--- config.mk ---
export PLATFORM = sky130hd
export DESIGN_NAME = rr_arbiter4
export DESIGN_NICKNAME = d
export VERILOG_FILES = /design/src/rtl/rr_arbiter4.sv
export SDC_FILE = /design/constraint.sdc
export NUM_CORES = 1
export LEC_CHECK = 0
export ABC_AREA = 0
export ABC_CLOCK_PERIOD_IN_PS = 3200
export CORE_AREA = 5 5 42 44
export CTS_BUF_LIST = sky130_fd_sc_hd__clkbuf_2 sky130_fd_sc_hd__clkbuf_4 sky130_fd_sc_hd__clkbuf_8
export DETAILED_ROUTE_END_ITERATION = 8
export DIE_AREA = 0 0 47 49
export GPL_TIMING_DRIVEN = 0
export PLACE_DENSITY = 0.82
export SLEW_MARGIN = 0
export SYNTH_ARGS = -nofsm -noshare
export SYNTH_HDL_FRONTEND = slang
export SYNTH_SLANG_ARGS = --single-unit
--- constraint.sdc ---
create_clock -name clk -period 3.2 [get_ports clk]
set_clock_uncertainty 0.15 [all_clocks]
set_input_delay 0.32 -clock clk [delete_from_list [all_inputs] [get_ports clk]]
set_output_delay 0.32 -clock clk [all_outputs]
set_load 0.02 [all_outputs]
--- src/rtl/rr_arbiter4.sv ---
// Four-way round-robin arbiter with a registered one-hot grant.
// A grant is held until the consumer acks it or until TIMEOUT cycles
// have passed without an ack. Either way the grant is followed by at
// least one idle cycle, so the downstream encoder always sees a gap.
//
// state | meaning
// IDLE  | no grant outstanding; the next edge grants if any req is set
// GRANT | Y holds one requester; waiting for ack or for the hold limit
module rr_arbiter4 #(
  parameter int TIMEOUT = 8
) (
  input  logic       clk,
  input  logic       rst,
  input  logic [3:0] req,
  input  logic       ack,
  output logic [3:0] Y,
  output logic       valid,
  output logic       timeout
);

  typedef enum logic {
    IDLE  = 1'b0,
    GRANT = 1'b1
  } state_t;

  // Value of cnt on the last cycle a grant may stay visible.
  localparam logic [3:0] CNT_LAST = 4'(TIMEOUT - 1);

  state_t     state, state_n;
  logic [1:0] ptr, ptr_n;
  logic [3:0] cnt, cnt_n;
  logic [3:0] y_n;
  logic       valid_n;
  logic       timeout_n;
  logic [1:0] win;
  logic [1:0] gnt_idx;

  // Pick the first requester above the last winner, wrapping modulo 4.
  // Walking the offsets downward lets the nearest requester overwrite
  // the farther ones; offset 4 is the last winner itself.
  always_comb begin
    win = ptr + 2'd1;
    for (int k = 4; k >= 1; k--) begin
      if (req[ptr + 2'(k)]) win = ptr + 2'(k);
    end
  end

  // Recover the index of the held grant for the pointer update on release.
  always_comb begin
    case (Y)
      4'b0010: gnt_idx = 2'd1;
      4'b0100: gnt_idx = 2'd2;
      4'b1000: gnt_idx = 2'd3;
      default: gnt_idx = 2'd0;
    endcase
  end

  // Next-state and next-output logic; timeout is a one-cycle pulse.
  always_comb begin
    state_n   = state;
    ptr_n     = ptr;
    cnt_n     = cnt;
    y_n       = Y;
    valid_n   = valid;
    timeout_n = 1'b0;
    case (state)
      IDLE: begin
        if (req != 4'b0000) begin
          y_n     = 4'b0001 << win;
          valid_n = 1'b1;
          cnt_n   = 4'd0;
          state_n = GRANT;
        end else begin
          y_n     = 4'b0000;
          valid_n = 1'b0;
        end
      end
      GRANT: begin
        if (ack) begin
          y_n     = 4'b0000;
          valid_n = 1'b0;
          ptr_n   = gnt_idx;
          state_n = IDLE;
        end else if (cnt == CNT_LAST) begin
          y_n       = 4'b0000;
          valid_n   = 1'b0;
          timeout_n = 1'b1;
          ptr_n     = gnt_idx;
          state_n   = IDLE;
        end else begin
          cnt_n = cnt + 4'd1;
        end
      end
      default: begin
        state_n = IDLE;
        y_n     = 4'b0000;
        valid_n = 1'b0;
      end
    endcase
  end

  // State and output registers; ptr resets to 3 so req[0] leads after reset.
  always_ff @(posedge clk or posedge rst) begin
    if (rst) begin
      state   <= IDLE;
      ptr     <= 2'd3;
      cnt     <= 4'd0;
      Y       <= 4'b0000;
      valid   <= 1'b0;
      timeout <= 1'b0;
    end else begin
      state   <= state_n;
      ptr     <= ptr_n;
      cnt     <= cnt_n;
      Y       <= y_n;
      valid   <= valid_n;
      timeout <= timeout_n;
    end
  end

endmodule

==> key figures, run 1 <==
Setup path
  • Critical Path Stages: 1
  • Setup CP Type: flip-flop to output pin
  • CP endpoint kind: output pin
  • Critical-path top delay cell: clkdlybuf4s50_1
  • WP buf/inv: 1
  • Reg2reg start: cnt[0]$_DFFE_PP0P_
  • Crit-path max FO: 4
  • CP top delay family: buffers and inverters
  • Crit-path cells: clkdlybuf4s50_1
  • Critical Path AT: 1.33 ns
  • Max incr delay on CP: 0.64 ns
  • Required time worst endpoint: 2.73 ns
  • RR Endpoint: cnt[2]$_DFFE_PP0P_
  • Reg2reg setup slack: 1.49 ns
  • Crit start category: flip-flop
  • Depth of the worst register-to-register path: 6

Global route
  • First-pass GRT wire length: 2470 um
  • Met2 track demand over resource: 0.210
  • Met3 Usage GRT: 0.0221
  • Grt met1 use: 0.204
  • Busiest layer in global routing: met2
  • Largest net degree at the start of global routing: 14
  • Total global routing overflow: 0
  • Initial antenna violation count: 0
  • Vias in the first global route: 556
  • GR Util All Layers: 0.145

Clock tree
  • H-tree lvl count: 1
  • Clock Tree Buf Depth: 2
  • Clock buffer count from CTS: 3
  • Hold Buf Count CTS: 0
  • Clk sink count: 13
  • Post-CTS Resized: 0
  • Clk_lat worst skew: 0.28 ns
  • CTS tree: done
  • CTS clock-pin slew for the worst setup and hold paths: 0.08 ns
  • Root Buffer: clkbuf_4
  • Post-CTS Setup Repair Bufs: 0

Detailed routing
  • Total Wirelength: 1400 um
  • ANT nets after route: 0
  • DRC: 0
  • Total number of vias: 577
  • DRT Pass-1 Iters: 4
  • Vias/cell: 5.66
  • Wire per inst: 13.7 um
  • Initial drt markers: 7

Yosys
  • Yosys warning count: 0
  • Post-Syn Area: 721 um2
  • Unique masters post-synth: 34
  • Largest area contributor in the netlist: dfrtp_1
  • Number of flops mapped to enable cells by yosys: 0
  • FF+latch count, synth: 13
  • Most frequent cells after synthesis: 13 x nand2_1, 11 x dfrtp_1, 5 x inv_1, 3 x nor2_1
  • Synthesized instance count: 70
  • Synthesized area per cell: 10.3 um2
  • Primary FF master, synth: dfrtp_1
  • Largest cells by area after synthesis: dfrtp_1 38%, dfstp_2 7.3%, nand2_1 6.8%
  • Top-count cell post-synth: nand2_1
  • Share of the synthesized area in the top cell type: 0.382
  • FFs w/ async S/R, synth: 1.00
  • Register area share after synthesis: 0.455
  • Synthesized net count: 78

Power
  • Leakage: 0.000391 uW
  • Pwr Density: 830 nW/um2
  • VDD IR-drop max: 0.431 mV

Final layout
  • Final nets: 95
  • Multi-input gate area: 363 um2
  • Fillers: 118
  • Sequential Area: 328 um2
  • Design area: 891 um2
  • P&R area growth vs syn: 23.6%
  • Fraction of layout cells with a size suffix above 1: 0.163
  • Ant diodes: 0

Floorplanning
  • Cell row count: 14
  • Num ports: 13
  • Chip Height: 49 um
  • Total core area: 1400 um2
  • Die area: 2300 um2
  • Die width: 47 um
  • Initial Util: 0.514

Run
  • Max-capacitance violation count: 0

STA
  • Finish-stage setup viols: 0
  • Final Cycle Share: 0.564
  • Max Slew Vio Count: 0
  • Setup tns final: 0 ns
  • Final Critical Period: 1.80 ns
  • Final Hold Viols: 0
  • Slew margin rel.: 0.672
  • Fmax: 554 MHz
  • Worst slew pin tran: 0.491 ns
  • RSZ-0062 raised after global routing: no

Placed design
  • HPWL Detailed: 1080 um
  • Area after DPL: 861 um2
  • RePlAce Congestion: 0.831
  • IO buf count: 12

Worst hold path
  • Worst hold-check path type: primary input to asynchronous set/reset pin

Status
  • Status: complete, no violations
-- power by group --
group	total (uW)	switching (uW)	internal (uW)
combinational	333	173	160
sequential	296	65.0	231
clock	110	52.9	56.8
-- cell usage in the layout, fill, tap and decap left out, drive strengths merged, types with 2 or more instances in the layout --
| cell | netlist | final |
|---|---|---|
| o21ai | 4 | 4 |
| nand2 | 13 | 13 |
| nor2 | 3 | 3 |
| clkbuf | 0 | 4 |
| nand2b | 2 | 2 |
| inv | 5 | 5 |
| dfstp | 2 | 2 |
| o31ai | 2 | 2 |
| o41ai | 2 | 2 |
| a21oi | 2 | 2 |
| a32o | 2 | 2 |
| xnor2 | 2 | 2 |
| clkdlybuf4s50 | 0 | 12 |
| dfrtp | 11 | 11 |
-- sequential cells by signal, summed over array words and instances, names as in the netlist --
| register | cells |
|---|---|
| ptr | 2 |
| valid | 1 |
| cnt | 4 |
| state | 1 |
| timeout | 1 |
| Y | 4 |
-- kinds of logic after synthesis --
logic type / after synthesis / synth area share
AND/OR/NAND/NOR: 26 / 0.198
AO/OA/AOI/OAI: 20 / 0.238
flip-flops: 13 / 0.455
buffers and inverters: 6 / 0.0417
XOR/XNOR: 3 / 0.0365
multiplexers: 1 / 0.0139
adder cells (fa/ha/maj): 1 / 0.0174
-- layout make-up --
cell class,count,area share
multi-input cells,51,0.407
flip-flops and latches,13,0.368
repair buffers,12,0.135
clock buffers,4,0.0337
well taps,16,0.0225
inverters,5,0.0211
plain buffers,1,0.0126
-- per-layer routing --
layer,share of wire,vias up
li1,-,287
met1,0.45,272
met2,0.48,13
met3,0.042,5
met4,0.027,0
met5,0,-
-- worst max path at each step --
stage	start	endpoint	slack [ns]
after CTS	Y[1]$_DFFE_PP0P_	Y[1]	1.39
after detailed placement	req[1]	Y[3]$_DFFE_PP0P_	1.22
after floorplan	cnt[0]$_DFFE_PP0P_	cnt[2]$_DFFE_PP0P_	1.62
final	Y[1]$_DFFE_PP0P_	Y[1]	1.40
after global routing	Y[1]$_DFFE_PP0P_	Y[1]	1.36
after global placement	req[1]	Y[1]$_DFFE_PP0P_	1.25
-- through the flow --
stage                      util  worst slack (ns)  hold WS, ns  total power, uW  std cells
after floorplan               -              1.62       0.0455              522         70
after global placement    0.614              1.25        0.313              625         98
after detailed placement  0.614              1.22        0.322              633         98
after CTS                 0.636              1.39        0.222              745        102
after global routing      0.636              1.36        0.248              799        102
final                     0.636              1.40        0.206              739        102
Note: power is estimated with default switching activity, not from simulation.
==> run 2: changes to the inputs <==
--- a/config.mk
+++ b/config.mk
@@ -6,13 +6,13 @@
 export NUM_CORES = 1
 export LEC_CHECK = 0
 export ABC_AREA = 0
-export ABC_CLOCK_PERIOD_IN_PS = 3200
-export CORE_AREA = 5 5 42 44
+export ABC_CLOCK_PERIOD_IN_PS = 1640
+export CORE_MARGIN = 5
+export CORE_UTILIZATION = 47
 export CTS_BUF_LIST = sky130_fd_sc_hd__clkbuf_2 sky130_fd_sc_hd__clkbuf_4 sky130_fd_sc_hd__clkbuf_8
 export DETAILED_ROUTE_END_ITERATION = 8
-export DIE_AREA = 0 0 47 49
 export GPL_TIMING_DRIVEN = 0
-export PLACE_DENSITY = 0.82
+export PLACE_DENSITY = 0.76
 export SLEW_MARGIN = 0
 export SYNTH_ARGS = -nofsm -noshare
 export SYNTH_HDL_FRONTEND = slang
==> constraint.sdc (replaced) <==
create_clock -name clk -period 1.64 [get_ports clk]
set_clock_uncertainty 0.15 [all_clocks]
set_input_delay 0.164 -clock clk [delete_from_list [all_inputs] [get_ports clk]]
set_output_delay 0.164 -clock clk [all_outputs]
set_load 0.02 [all_outputs]
==> key figures, run 2 (same netlist as run 1, synthesis figures left out) <==
Setup path
  • WP buf/inv: 1 (unchanged)
  • Crit path from: cnt[0]$_DFFE_PP0P_ (was Y[1]$_DFFE_PP0P_)
  • CP top delay family: flip-flops (was buffers and inverters)
  • Crit-path max FO: 3 (was 4)
  • Crit path to: cnt[2]$_DFFE_PP0P_ (was Y[1])
  • Crit start category: flip-flop (unchanged)
  • Critical Path Stages: 6 (was 1)
  • Reg2reg setup slack: 0.03 ns (was 1.49 ns)
  • Reg2reg start: cnt[0]$_DFFE_PP0P_ (unchanged)
  • CP endpoint kind: flip-flop (was output pin)
  • Critical-path top delay cell: dfrtp_1 (was clkdlybuf4s50_1)
  • Critical Path AT: 1.63 ns (was 1.33 ns)
  • Required time worst endpoint: 1.66 ns (was 2.73 ns)
  • Depth of the worst register-to-register path: 6 (unchanged)
  • Setup CP Type: flip-flop to flip-flop (was flip-flop to output pin)
  • Max incr delay on CP: 0.40 ns (was 0.64 ns)
  • RR Endpoint: cnt[2]$_DFFE_PP0P_ (unchanged)
  • Crit-path cells: ha_2 -> and3b_2 -> nor3_4 -> buf_6 -> o22ai_2 -> a22o_1 (was clkdlybuf4s50_1)

STA
  • Final Hold Viols: 0 (unchanged)
  • Finish-stage setup viols: 0 (unchanged)
  • Setup ws final: 0.0282 ns (was 1.40 ns)
  • Worst slew pin tran: 0.501 ns (was 0.491 ns)
  • Hold_ws: 0.0560 ns (was 0.206 ns)
  • Final Cycle Share: 0.983
  • Fmax: 620 MHz
  • RSZ-0062 raised after global routing: yes (was no)
  • Slew margin rel.: 0.666 (was 0.672)
  • Max Slew Vio Count: 0 (unchanged)
  • Final Critical Period: 1.61 ns

Floorplanning
  • Die area: 2420 um2 (was 2300 um2)
  • Chip Height: 49.2 um (was 49 um)
  • Total core area: 1490 um2 (was 1400 um2)
  • Cell row count: 14 (unchanged)
  • Die width: 49.2 um (was 47 um)
  • Num ports: 13 (unchanged)
  • Initial Util: 0.484 (was 0.514)

Global route
  • GR Util All Layers: 0.144 (was 0.145)
  • First-pass GRT wire length: 2760 um (was 2470 um)
  • Vias in the first global route: 581 (was 556)
  • Total global routing overflow: 0 (unchanged)
  • Initial antenna violation count: 0 (unchanged)
  • Largest net degree at the start of global routing: 14 (unchanged)

Clock tree
  • Clock Tree Buf Depth: 2 (unchanged)
  • Clk sink count: 13 (unchanged)
  • CTS tree: done (unchanged)
  • Root Buffer: clkbuf_4 (unchanged)
  • H-tree lvl count: 1 (unchanged)
  • Clk_lat worst skew: 0.27 ns (was 0.28 ns)
  • CTS clock-pin slew for the worst setup and hold paths: 0.08 ns (about the same)
  • Clock buffer count from CTS: 3 (unchanged)
  • Hold Buf Count CTS: 0 (unchanged)

Final layout
  • Most frequent cells in the layout: 13 x nand2_1, 11 x dfrtp_1, 8 x clkdlybuf4s50_1, 8 x buf_4, 5 x inv_1 (was 13 x nand2_1, 12 x clkdlybuf4s50_1, 11 x dfrtp_1)
  • Largest registers: Y x4, cnt x4, ptr x2 (unchanged)
  • Post-route core utilization: 0.656 (was 0.636)
  • Final nets: 103 (was 95)
  • Fraction of layout cells with a size suffix above 1: 0.287 (was 0.163)
  • Ant diodes: 0 (unchanged)
  • Finished Layout Cells: 110 (was 102)
  • Fillers: 112 (was 118)
  • Commonest non-fill, non-tap cell in the layout: nand2_1 (unchanged)
  • P&R area growth vs syn: 35.6% (was 23.6%)

Placed design
  • IO buf count: 12 (unchanged)
  • DP Cell Count: 98 (unchanged)
  • HPWL Detailed: 1100 um (was 1080 um)
  • RePlAce Congestion: 0.728 (was 0.831)
  • Place WS: -0.189 ns (was 1.22 ns)

Power
  • Leakage: 0.000489 uW (was 0.000391 uW)
  • Pwr Density: 1610 nW/um2 (was 830 nW/um2)
  • VDD IR-drop max: 0.845 mV (was 0.431 mV)

Detailed routing
  • Total Wirelength: 1560 um (was 1400 um)
  • DRC: 0 (unchanged)
  • ANT nets after route: 0 (unchanged)
  • Wire per inst: 14.2 um (was 13.7 um)
  • Total number of vias: 591 (was 577)
  • DRT Pass-1 Iters: 4 (unchanged)
  • Vias/cell: 5.37 (was 5.66)
  • Initial drt markers: 12 (was 7)

Run
  • Max-capacitance violation count: 0 (unchanged)

Worst hold path
  • Worst hold-check path type: primary input to asynchronous set/reset pin (unchanged)

Status
  • Status: complete, no violations (unchanged)
-- run 2: worst register-to-register path, stage by stage, from the launching register on --
cell     delay, ns
dfrtp_1       0.40
ha_2          0.20
and3b_2       0.22
nor3_4        0.15
buf_6         0.13
o22ai_2       0.06
a22o_1        0.19
-- run 2: power by group --
part | switching, uW | internal [uW]
Sequential | 126 | 451
Clock | 104 | 111
Combinational | 384 | 396
Total | 613 | 958
-- run 2: what timing repair did --
| item | in CTS | in global routing |
|---|---|---|
| gates resized for setup | 4 | 5 |
| setup endpoints to repair | 2 | 12 |
| hold endpoints to repair | 0 | 0 |
| pin swaps | 4 | 3 |
| setup buffers | 6 | 2 |
-- run 2: worst min path at each step --
| stage | startpoint | to | slack, ns | cells past startpoint |
|---|---|---|---|---|
| 2_1_floorplan | rst | Y[0]$_DFFE_PP0P_ | -0.11 | 1 |
| 3_3_place_gp | valid$_DFFE_PP0P_ | valid$_DFFE_PP0P_ | 0.31 | 2 |
| 3_5_place_dp | cnt[3]$_DFFE_PP0P_ | timeout$_DFF_PP0_ | 0.32 | 1 |
| 4_1_cts | rst | Y[1]$_DFFE_PP0P_ | 0.07 | 2 |
| 5_1_grt | rst | cnt[1]$_DFFE_PP0P_ | 0.12 | 2 |
| 6_report | rst | cnt[1]$_DFFE_PP0P_ | 0.06 | 2 |
-- run 2: layer usage --
layer / vias to the layer above / wire, um / track usage
met3: 2 / 53 / 0.0367
met2: 9 / 751 / 0.223
met4: 0 / 16 / 0.0404
met5: - / 0 / 0
li1: 303 / - / -
met1: 277 / 740 / 0.196
-- run 2: cell type report --
class,instances,area (um2),share of cell area
Timing Repair Buffer,20,186,0.191
Tap cell,16,20.0,0.0205
Clock buffer,4,30.0,0.0307
Inverter,5,18.8,0.0192
Sequential cell,13,328,0.335
Multi-Input combinational cell,51,383,0.392
Buffer,1,11.3,0.0115
-- run 2: metrics by stage --
stage / cell area (um2) / power [uW] / TNS, ns
after floorplan: 721 / 1020 / 0
after global placement: 861 / 1220 / -0.602
after detailed placement: 861 / 1240 / -0.974
after CTS: 945 / 1530 / -0.0194
after global routing: 977 / 1700 / -0.0718
final: 977 / 1570 / 0
